<file path="config.mk">
export PLATFORM = sky130hd
export DESIGN_NAME = bip_program_loader
export DESIGN_NICKNAME = d
export VERILOG_FILES = /design/src/rtl/bip_loader_pkg.sv /design/src/rtl/loader_timeout.sv /design/src/rtl/bip_program_loader.sv
export SDC_FILE = /design/constraint.sdc
export NUM_CORES = 1
export LEC_CHECK = 0
export ABC_AREA = 1
export ABC_CLOCK_PERIOD_IN_PS = 2500
export CAP_MARGIN = 5
export CELL_PAD_IN_SITES_DETAIL_PLACEMENT = 1
export CELL_PAD_IN_SITES_GLOBAL_PLACEMENT = 1
export CORE_ASPECT_RATIO = 1.75
export CORE_UTILIZATION = 41
export CTS_CLUSTER_SIZE = 30
export DETAILED_ROUTE_END_ITERATION = 12
export HOLD_SLACK_MARGIN = 0.05
export PLACE_DENSITY = 0.89
export SKIP_CTS_REPAIR_TIMING = 1
export SLEW_MARGIN = 20
export SYNTH_ARGS = -nofsm -noshare
export SYNTH_HDL_FRONTEND = slang
export SYNTH_SLANG_ARGS = --single-unit
</file>
<file path="constraint.sdc">
create_clock -name clk -period 2.5 [get_ports clk]
set_clock_uncertainty 0.2 [all_clocks]
set_input_delay 0.25 -clock clk [delete_from_list [all_inputs] [get_ports clk]]
set_output_delay 0.25 -clock clk [all_outputs]
set_load 0.005 [all_outputs]
</file>
<file path="src/rtl/bip_loader_pkg.sv">
// Shared types and constants for the UART program loader of the accumulator CPU.
package bip_loader_pkg;

   typedef enum logic [2:0] {
      IDLE,
      COUNT,
      HI,
      LO,
      WRITE,
      CSUM,
      RUN,
      ERR
   } loaderState_e;

   localparam logic [7:0] SYNC_BYTE_DEFAULT = 8'hA5;

   localparam int unsigned OPCODE_W  = 5;
   localparam int unsigned OPERAND_W = 11;
   localparam int unsigned INSTR_W   = OPCODE_W + OPERAND_W;

   function automatic logic [INSTR_W-1:0] packWord(input logic [7:0] hiByte,
                                                   input logic [7:0] loByte);
      return {hiByte, loByte};
   endfunction

endpackage

</file>
<file path="src/rtl/loader_timeout.sv">
// Reloadable inter-byte watchdog: pulses expire on the TIMEOUT_CYC-th enabled cycle without a reload.
module loader_timeout #(
   parameter int unsigned TIMEOUT_CYC = 1_000_000
) (
   input  logic clk,
   input  logic rst_n,
   input  logic reload,
   input  logic enable,
   output logic expire
);

   localparam int unsigned CntW = $clog2(TIMEOUT_CYC + 1);

   logic [CntW-1:0] cnt;

   always_ff @(posedge clk or negedge rst_n) begin
      if (!rst_n) begin
         cnt <= CntW'(TIMEOUT_CYC);
      end else if (reload) begin
         cnt <= CntW'(TIMEOUT_CYC);
      end else if (enable && (cnt != '0)) begin
         cnt <= cnt - CntW'(1);
      end
   end

   // A reload in the same cycle always wins, so a byte landing on the last cycle is accepted.
   assign expire = enable && !reload && (cnt == CntW'(1));

endmodule

</file>
<file path="src/rtl/bip_program_loader.sv">
// UART-fed program-memory writer: parses SYNC, N, N x (hi, lo), XOR checksum, then releases the CPU.
// Build option: define LOADER_TIMEOUT_EN to abort a frame after TIMEOUT_CYC idle cycles.
//
// state | meaning
// IDLE  | waiting for the first SYNC_BYTE after reset
// COUNT | next byte is the word count N (0 = 256 words)
// HI    | next byte is the high byte of the current word
// LO    | next byte is the low byte of the current word
// WRITE | single-cycle program-memory write, then index advance
// CSUM  | next byte is the frame checksum
// RUN   | image good, CPU enabled; SYNC with halt restarts a load
// ERR   | checksum mismatch or timeout, CPU held; SYNC restarts a load
module bip_program_loader
   import bip_loader_pkg::*;
#(
   parameter int unsigned ADDR_W      = 11,
   parameter int unsigned DATA_W      = INSTR_W,
   parameter logic [7:0]  SYNC_BYTE   = SYNC_BYTE_DEFAULT,
   parameter int unsigned TIMEOUT_CYC = 1_000_000
) (
   input  logic              clk,
   input  logic              rst_n,
   input  logic [7:0]        rx_data,
   input  logic              rx_done_tick,
   input  logic              halt,
   output logic              prog_we,
   output logic [ADDR_W-1:0] prog_addr,
   output logic [DATA_W-1:0] prog_data,
   output logic              cpu_en,
   output logic              load_done,
   output logic              load_err
);

   loaderState_e state, stateNext;

   logic [7:0]        wordCount, wordCountNext;
   logic [7:0]        wordIdx, wordIdxNext;
   logic [7:0]        csum, csumNext;
   logic [7:0]        hiByte, hiByteNext;
   logic [ADDR_W-1:0] addrQ, addrNext;
   logic [DATA_W-1:0] dataQ, dataNext;
   logic [7:0]        idxInc;
   logic              isSync;
   logic              timeoutExpire;

   assign isSync = rx_done_tick && (rx_data == SYNC_BYTE);
   assign idxInc = wordIdx + 8'd1;

`ifdef LOADER_TIMEOUT_EN
   logic enterCount;
   logic tmrReload;
   logic tmrEnable;

   assign enterCount = isSync && ((state == IDLE) || (state == ERR) || ((state == RUN) && halt));
   assign tmrReload  = rx_done_tick || enterCount;
   assign tmrEnable  = (state == COUNT) || (state == HI) || (state == LO) || (state == CSUM);

   loader_timeout #(
      .TIMEOUT_CYC(TIMEOUT_CYC)
   ) uTimeout (
      .clk   (clk),
      .rst_n (rst_n),
      .reload(tmrReload),
      .enable(tmrEnable),
      .expire(timeoutExpire)
   );
`else
   assign timeoutExpire = (TIMEOUT_CYC == 0) ? 1'b0 : 1'b0;
`endif

   always_ff @(posedge clk or negedge rst_n) begin
      if (!rst_n) begin
         state <= IDLE;
      end else begin
         state <= stateNext;
      end
   end

   always_ff @(posedge clk or negedge rst_n) begin
      if (!rst_n) begin
         wordCount <= '0;
         wordIdx   <= '0;
         csum      <= '0;
         hiByte    <= '0;
         addrQ     <= '0;
         dataQ     <= '0;
      end else begin
         wordCount <= wordCountNext;
         wordIdx   <= wordIdxNext;
         csum      <= csumNext;
         hiByte    <= hiByteNext;
         addrQ     <= addrNext;
         dataQ     <= dataNext;
      end
   end

   always_comb begin
      stateNext     = state;
      wordCountNext = wordCount;
      wordIdxNext   = wordIdx;
      csumNext      = csum;
      hiByteNext    = hiByte;
      addrNext      = addrQ;
      dataNext      = dataQ;

      case (state)
         IDLE: begin
            if (isSync) stateNext = COUNT;
         end
         COUNT: begin
            if (rx_done_tick) begin
               wordCountNext = rx_data;
               csumNext      = rx_data;
               wordIdxNext   = '0;
               stateNext     = HI;
            end else if (timeoutExpire) begin
               stateNext = ERR;
            end
         end
         HI: begin
            if (rx_done_tick) begin
               hiByteNext = rx_data;
               csumNext   = csum ^ rx_data;
               stateNext  = LO;
            end else if (timeoutExpire) begin
               stateNext = ERR;
            end
         end
         LO: begin
            if (rx_done_tick) begin
               csumNext  = csum ^ rx_data;
               addrNext  = ADDR_W'(wordIdx);
               dataNext  = DATA_W'(packWord(hiByte, rx_data));
               stateNext = WRITE;
            end else if (timeoutExpire) begin
               stateNext = ERR;
            end
         end
         WRITE: begin
            // A byte arriving here belongs to whichever state we are about to enter.
            wordIdxNext = idxInc;
            if (idxInc == wordCount) begin
               if (rx_done_tick) begin
                  stateNext = (rx_data == csum) ? RUN : ERR;
               end else begin
                  stateNext = CSUM;
               end
            end else begin
               if (rx_done_tick) begin
                  hiByteNext = rx_data;
                  csumNext   = csum ^ rx_data;
                  stateNext  = LO;
               end else begin
                  stateNext = HI;
               end
            end
         end
         CSUM: begin
            if (rx_done_tick) begin
               stateNext = (rx_data == csum) ? RUN : ERR;
            end else if (timeoutExpire) begin
               stateNext = ERR;
            end
         end
         RUN: begin
            if (isSync && halt) stateNext = COUNT;
         end
         ERR: begin
            if (isSync) stateNext = COUNT;
         end
         default: begin
            stateNext = IDLE;
         end
      endcase
   end

   assign prog_we   = (state == WRITE);
   assign prog_addr = addrQ;
   assign prog_data = dataQ;
   assign cpu_en    = (state == RUN);
   assign load_done = (state == RUN);
   assign load_err  = (state == ERR);

endmodule

</file>
==> results.sh, run 1 <==
export IMPL_die_height_um=116.2
export IMPL_numCtsBuffers=9
export IMPL_layout_cells_most_common="sky130_fd_sc_hd__nand2_1"
export IMPL_vias_per_cell=5.364
export IMPL_status="completed"
export IMPL_timing_final_hold_violations=0
export IMPL_crit_arrival_ps=1960
export IMPL_ys_seq_elements=59
export IMPL_critical_path_cell_chain="nor2_2 -> inv_2 -> nor2_2 -> clkdlybuf4s50_1"
export IMPL_timing_critical_path_fanout_max=7
export IMPL_grt_overflow_total=0
export IMPL_die_width_um=67.23
export IMPL_num_vias=2725
export IMPL_synth_seq_area_share_pct=48.36
export IMPL_power_density_nw_per_um2=1405
export IMPL_design_final_nets=430
export IMPL_synth_lib_cells_used_distinct=32
export IMPL_p_leak_nw=1.786
export IMPL_critical_path_top_cell_by_count="sky130_fd_sc_hd__nor2_2"
export IMPL_fin_worst_hold_slack_ps=283.5
export IMPL_synth_area_um2=3053
export IMPL_internal_power_w=0.003211
export IMPL_synth_largest_area_cell="sky130_fd_sc_hd__dfrtp_1"
export IMPL_finalCritPeriodShare_pct=96.38
export IMPL_layout_area_overhead_vs_synth_pct=27.01
export IMPL_critical_path_required_ps=2050
export IMPL_floorplan_rows=41
export IMPL_final_cell_mix="sky130_fd_sc_hd__nand2_1, sky130_fd_sc_hd__dfrtp_1, sky130_fd_sc_hd__o21ai_0"
export IMPL_setup_tns_final_ps=0
export IMPL_detailedRoute_firstIterationViolations=208
export IMPL_placement_io_buffers=39
export IMPL_global_route_usage_total_pct=26.23
export IMPL_crit_path_capture_type="output pin"
export IMPL_antennaDiodeCount=0
export IMPL_seq_power_share_pct=31.7
export IMPL_critical_path_slowest_cell="sky130_fd_sc_hd__clkdlybuf4s50_1"
export IMPL_synth_top_cells_by_area="sky130_fd_sc_hd__dfrtp_1, sky130_fd_sc_hd__nand2_1, sky130_fd_sc_hd__o21ai_0"
export IMPL_cts_tree="done"
export IMPL_rsz0062_at_grt="false"
export IMPL_slew_limit_headroom_pct=56.19
export IMPL_insertion_delay_ps=340
export IMPL_report_final_setup_viol=0
export IMPL_detail_route_wl_per_cell_um=17.76
export IMPL_die_area_um2=7809
export IMPL_netlist_area_leader_share_pct=48.36
export IMPL_via_count_of_the_first_global_routing_pass=3058
export IMPL_pre_cts_slack_ps=184.0
export IMPL_layout_drive_gt1_share_pct=17.30
export IMPL_clkTransAtPathRegs_ps=60
export IMPL_io_count=43
export IMPL_synth_warning_count=0
export IMPL_htreeDepth=3
export IMPL_detail_route_wirelength_um=9020
export IMPL_cts_path_max_buffers=2
export IMPL_power_share_clock_pct=23.2
export IMPL_drc=0
export IMPL_sw_frac_of_total_pct=41.06
export IMPL_grt_start_max_net_pins=49
export IMPL_worstSetupPathType="reg2out"
export IMPL_grt_pass1_wl_um=14900
export IMPL_worst_path_largest_cell_delay_ps=580
export IMPL_place_detailed_hpwl_um=6356
export IMPL_detailedRoute_firstPassIterationCount=4
export IMPL_finalWorstPathRequiredPeriod_ps=2410
export IMPL_clock_fmax_mhz=415.0
export IMPL_start_kind="flop"
export IMPL_place_gp_congestion=0.8859
export IMPL_root_buffer="sky130_fd_sc_hd__clkbuf_16"
export IMPL_switching_power_w=0.002237
export IMPL_initial_antenna_violation_count=0
export IMPL_comb_power_share_pct=45.2
export IMPL_vdd_ir_drop_worst_mv=0.8152
export IMPL_coreArea_um2=7182
export IMPL_syn_area_per_cell_um2=8.319
export IMPL_synthCells=367
export IMPL_clock_sinks=59
export IMPL_report_final_slew_viol_count=0
export IMPL_tightest_slew_ps=657.1
export IMPL_initial_core_util_pct=42.51
export IMPL_worst_slack_ps=90.43
export IMPL_number_of_nets_with_antenna_violations_after_routing=0
export IMPL_cap_viol_max_count=0
export IMPL_hp_class="in2async"
cells in the mapped netlist:
cell type / number
sky130_fd_sc_hd__conb_1: 1
sky130_fd_sc_hd__buf_8: 1
sky130_fd_sc_hd__clkbuf_1: 6
sky130_fd_sc_hd__nand3_2: 1
sky130_fd_sc_hd__a2111oi_2: 1
sky130_fd_sc_hd__nor3_1: 5
sky130_fd_sc_hd__nand3_1: 22
sky130_fd_sc_hd__inv_2: 5
sky130_fd_sc_hd__o21ai_2: 17
sky130_fd_sc_hd__xnor2_1: 8
sky130_fd_sc_hd__buf_6: 1
sky130_fd_sc_hd__nor2_4: 3
sky130_fd_sc_hd__nand4_1: 4
sky130_fd_sc_hd__nand2_2: 6
sky130_fd_sc_hd__o21ai_0: 47
sky130_fd_sc_hd__dfrtp_1: 59
sky130_fd_sc_hd__nand3_4: 1
sky130_fd_sc_hd__o22ai_1: 3
sky130_fd_sc_hd__a22oi_1: 2
sky130_fd_sc_hd__buf_2: 2
sky130_fd_sc_hd__nor3_2: 1
sky130_fd_sc_hd__inv_1: 39
sky130_fd_sc_hd__nand3b_1: 3
sky130_fd_sc_hd__nand2_1: 102
sky130_fd_sc_hd__ha_1: 1
sky130_fd_sc_hd__xor2_1: 2
sky130_fd_sc_hd__nand2_4: 2
sky130_fd_sc_hd__a21boi_0: 1
sky130_fd_sc_hd__nor2_1: 10
sky130_fd_sc_hd__a21oi_1: 1
sky130_fd_sc_hd__buf_4: 5
sky130_fd_sc_hd__nor2_2: 5
critical path: cells and delay by family (launching register included):
| family | cells | cell delay [ps] |
|---|---|---|
| flops | 1 | 460 |
| simple gates | 2 | 530 |
| buf+inv | 2 | 630 |
metrics by stage:
stage                     std cells  power, W  util [%]  area, µm²
after floorplan                 369  0.003211         -       3060
after global placement          486  0.003933     49.04       3522
after detailed placement        486  0.004084     49.04       3522
after CTS                       502  0.005398     53.24       3824
after global routing            508  0.005848     53.99       3877
final                           508  0.005449     53.99       3877
state kept, by name (all words and copies together) (netlist names):
register   flops
state          3
wordIdx        8
prog_addr      8
wordCount      8
prog_data     16
hiByte         8
csum           8
final timing paths:
path	from	end	slack, ps	depth (start not counted)
hold / removal	rst_n	prog_data[9]	280	2
setup reg to reg	wordIdx[1]	hiByte[2]	140	11
hold reg to reg	prog_addr[6]	prog_addr[6]	290	2
min in group clk	prog_addr[6]	prog_addr[6]	290	2
max in group asynchronous	rst_n	wordIdx[0]	1200	3
setup / recovery	state[0]	prog_we	90	4
power by group through the flow:
| stage | Clock, W | Sequential, W | Combinational, W |
|---|---|---|---|
| after floorplan | 0 | 0.00165 | 0.00156 |
| after global placement | 0 | 0.00170 | 0.00223 |
| after detailed placement | 0 | 0.00173 | 0.00235 |
| after CTS | 0.00126 | 0.00173 | 0.00241 |
| after global routing | 0.00131 | 0.00177 | 0.00277 |
| final | 0.00126 | 0.00172 | 0.00246 |
final cells by class:
cell class | count | area (µm²)
Fill cell | 893 | 3304
Multi-Input combinational cell | 252 | 1335
Sequential cell | 59 | 1478
Timing Repair Buffer | 51 | 490.5
Inverter | 44 | 165.2
Tap cell | 86 | 107.6
Clock buffer | 9 | 225.2
Clock inverter | 7 | 76.32
kinds of logic after synthesis:
group / after synthesis / synth area share (%)
compound gates: 72 / 14.59
buf+inv: 59 / 8.566
xor+xnor: 10 / 2.869
flops: 59 / 48.36
simple gates: 165 / 25.08
fa+ha+maj: 1 / 0.4098
other cells: 1 / 0.1228
layer usage:
metal	up-vias	wire [µm]	GRT usage, %
li1	1275	-	-
met1	1361	3299	26.78
met2	56	5130	48.13
met3	33	201	4.297
met4	0	388	15.60
met5	-	0	0
(Power assumes the default switching activity.)
==> inputs of run 2 (changes only) <==
==> constraint.sdc (replaced) <==
create_clock -name clk -period 2.5 [get_ports clk]
set_clock_uncertainty 0.2 [all_clocks]
set_input_delay 0.25 -clock clk [delete_from_list [all_inputs] [get_ports clk]]
set_output_delay 0.25 -clock clk [all_outputs]
set_load 0.05 [all_outputs]
==> results.sh, run 2 (synthesis results as in run 1) <==
export IMPL_grt_overflow_total=0
export IMPL_dp_cells=486
export IMPL_initial_core_util_pct=42.51
export IMPL_timing_final_hold_violations=0
export IMPL_global_route_usage_total_pct=25.42
export IMPL_placement_io_buffers=39
export IMPL_grt_pass1_wl_um=14320
export IMPL_clkTransAtPathRegs_ps=50
export IMPL_vdd_ir_drop_worst_mv=0.7472
export IMPL_insertion_delay_ps=330
export IMPL_crit_arrival_ps=1940
export IMPL_layout_cells_most_common="sky130_fd_sc_hd__nand2_1"
export IMPL_detailedRoute_firstIterationViolations=91
export IMPL_worst_path_largest_cell_delay_ps=830
export IMPL_num_vias=2702
export IMPL_antennaDiodeCount=0
export IMPL_worstPathBufferInverterCount=1
export IMPL_min_delay_start="prog_addr[4]"
export IMPL_setup_tns_final_ps=0
export IMPL_cts_path_max_buffers=2
export IMPL_layout_area_overhead_vs_synth_pct=25.25
export IMPL_critical_path_required_ps=2050
export IMPL_rsz0062_at_grt="false"
export IMPL_sw_frac_of_total_pct=46.96
export IMPL_status="completed"
export IMPL_setup_worst_path_start="state[0]"
export IMPL_critical_path_cell_chain="nand2_1 -> nor2_1 -> clkdlybuf4s50_1"
export IMPL_die_area_um2=7809
export IMPL_timing_critical_path_fanout_max=7
export IMPL_report_final_slew_viol_count=0
export IMPL_root_buffer="sky130_fd_sc_hd__clkbuf_16"
export IMPL_die_height_um=116.2
export IMPL_final_cell_mix="sky130_fd_sc_hd__nand2_1, sky130_fd_sc_hd__dfrtp_1, sky130_fd_sc_hd__o21ai_0"
export IMPL_coreArea_um2=7182
export IMPL_detailedRoute_firstPassIterationCount=4
export IMPL_sum_of_internal_switching_and_leakage_power_w=0.006013
export IMPL_place_detailed_hpwl_um=6077
export IMPL_seq_power_share_pct=28.5
export IMPL_crit_path_capture_type="output pin"
export IMPL_design_final_nets=425
export IMPL_io_count=43
export IMPL_setup_reg_to_reg_worst_slack_ps=130
export IMPL_vias_per_cell=5.372
export IMPL_critical_path_top_delay_family="buffers and inverters"
export IMPL_die_width_um=67.23
export IMPL_placedInstanceArea_um2=3507
export IMPL_clock_fmax_mhz=417.7
export IMPL_p_leak_nw=1.763
export IMPL_tightest_slew_ps=781.1
export IMPL_comb_power_share_pct=50.7
export IMPL_switching_power_w=0.002824
export IMPL_final_area_um2=3824
export IMPL_cts_tree="done"
export IMPL_initial_antenna_violation_count=0
export IMPL_finalCritPeriodShare_pct=95.75
export IMPL_slew_limit_headroom_pct=47.93
export IMPL_numCtsBuffers=9
export IMPL_critical_path_slowest_cell="sky130_fd_sc_hd__clkdlybuf4s50_1"
export IMPL_via_count_of_the_first_global_routing_pass=2990
export IMPL_clock_sinks=59
export IMPL_regToRegStartpoint="wordIdx[1]"
export IMPL_fin_worst_hold_slack_ps=283.1
export IMPL_hp_class="reg2reg"
export IMPL_finalWorstPathRequiredPeriod_ps=2394
export IMPL_number_of_nets_with_antenna_violations_after_routing=0
export IMPL_start_kind="flop"
export IMPL_layout_drive_gt1_share_pct=16.79
export IMPL_internal_power_w=0.003190
export IMPL_power_share_clock_pct=20.8
export IMPL_detail_route_wirelength_um=8574
export IMPL_drc=0
export IMPL_power_density_nw_per_um2=1573
export IMPL_detail_route_wl_per_cell_um=17.05
export IMPL_post_layout_nonfiller_instances=503
export IMPL_report_final_setup_viol=0
export IMPL_worstSetupPathType="reg2out"
export IMPL_place_gp_congestion=0.8757
export IMPL_cap_viol_max_count=0
export IMPL_floorplan_rows=41
export IMPL_largest_register_ff_count=16
export IMPL_grt_start_max_net_pins=60
export IMPL_htreeDepth=3
-- run 2: worst register-to-register path: cells and delay by family (launching register included) --
family	cells	cell delay (ps)
compound gates	1	70
flops	1	430
fa+ha+maj	1	380
xor+xnor	1	220
simple gates	8	950
-- run 2: path summary, 6_finish.rpt --
path,endpoint,depth (start not counted)
max,load_err,3
min,prog_addr[4],2
max reg2reg,hiByte[7],11
min reg2reg,prog_addr[4],2
max in group asynchronous,prog_data[5],3
min in group asynchronous,prog_data[14],3
-- run 2: final cells by class --
cell class / instances / area (µm²)
multi-input cells: 251 / 1330
repair buffers: 47 / 440.4
clock buffers: 11 / 242.7
inverters: 44 / 165.2
well taps: 86 / 107.6
fillers: 860 / 3358
flip-flops and latches: 59 / 1476
clock inverters: 5 / 61.31
-- run 2: power groups by stage --
stage	sequential, W	clock, W	combinational, W
global placement	0.00169	0	0.00292
detailed placement	0.00172	0	0.00301
floorplan	0.00221	0	0.00166
global route	0.00175	0.00131	0.00333
finish	0.00171	0.00125	0.00305
CTS	0.00172	0.00128	0.00307
-- run 2: metrics by stage --
step                      setup WS (ps)  util (%)
final                             106.2     53.24
after global routing              1.566     53.24
after CTS                         93.85     53.07
after detailed placement          196.6     48.83
after global placement            250.0     48.83
after floorplan                   420.5         -
-- run 2: per-layer routing --
layer  track usage (%)  vias to the layer above  wire [µm]
met5                 0                        -          0
li1                  -                     1271          -
met2             46.13                       59       4845
met4             16.17                        0        427
met3             5.664                       33        238
met1             25.02                     1339       3061
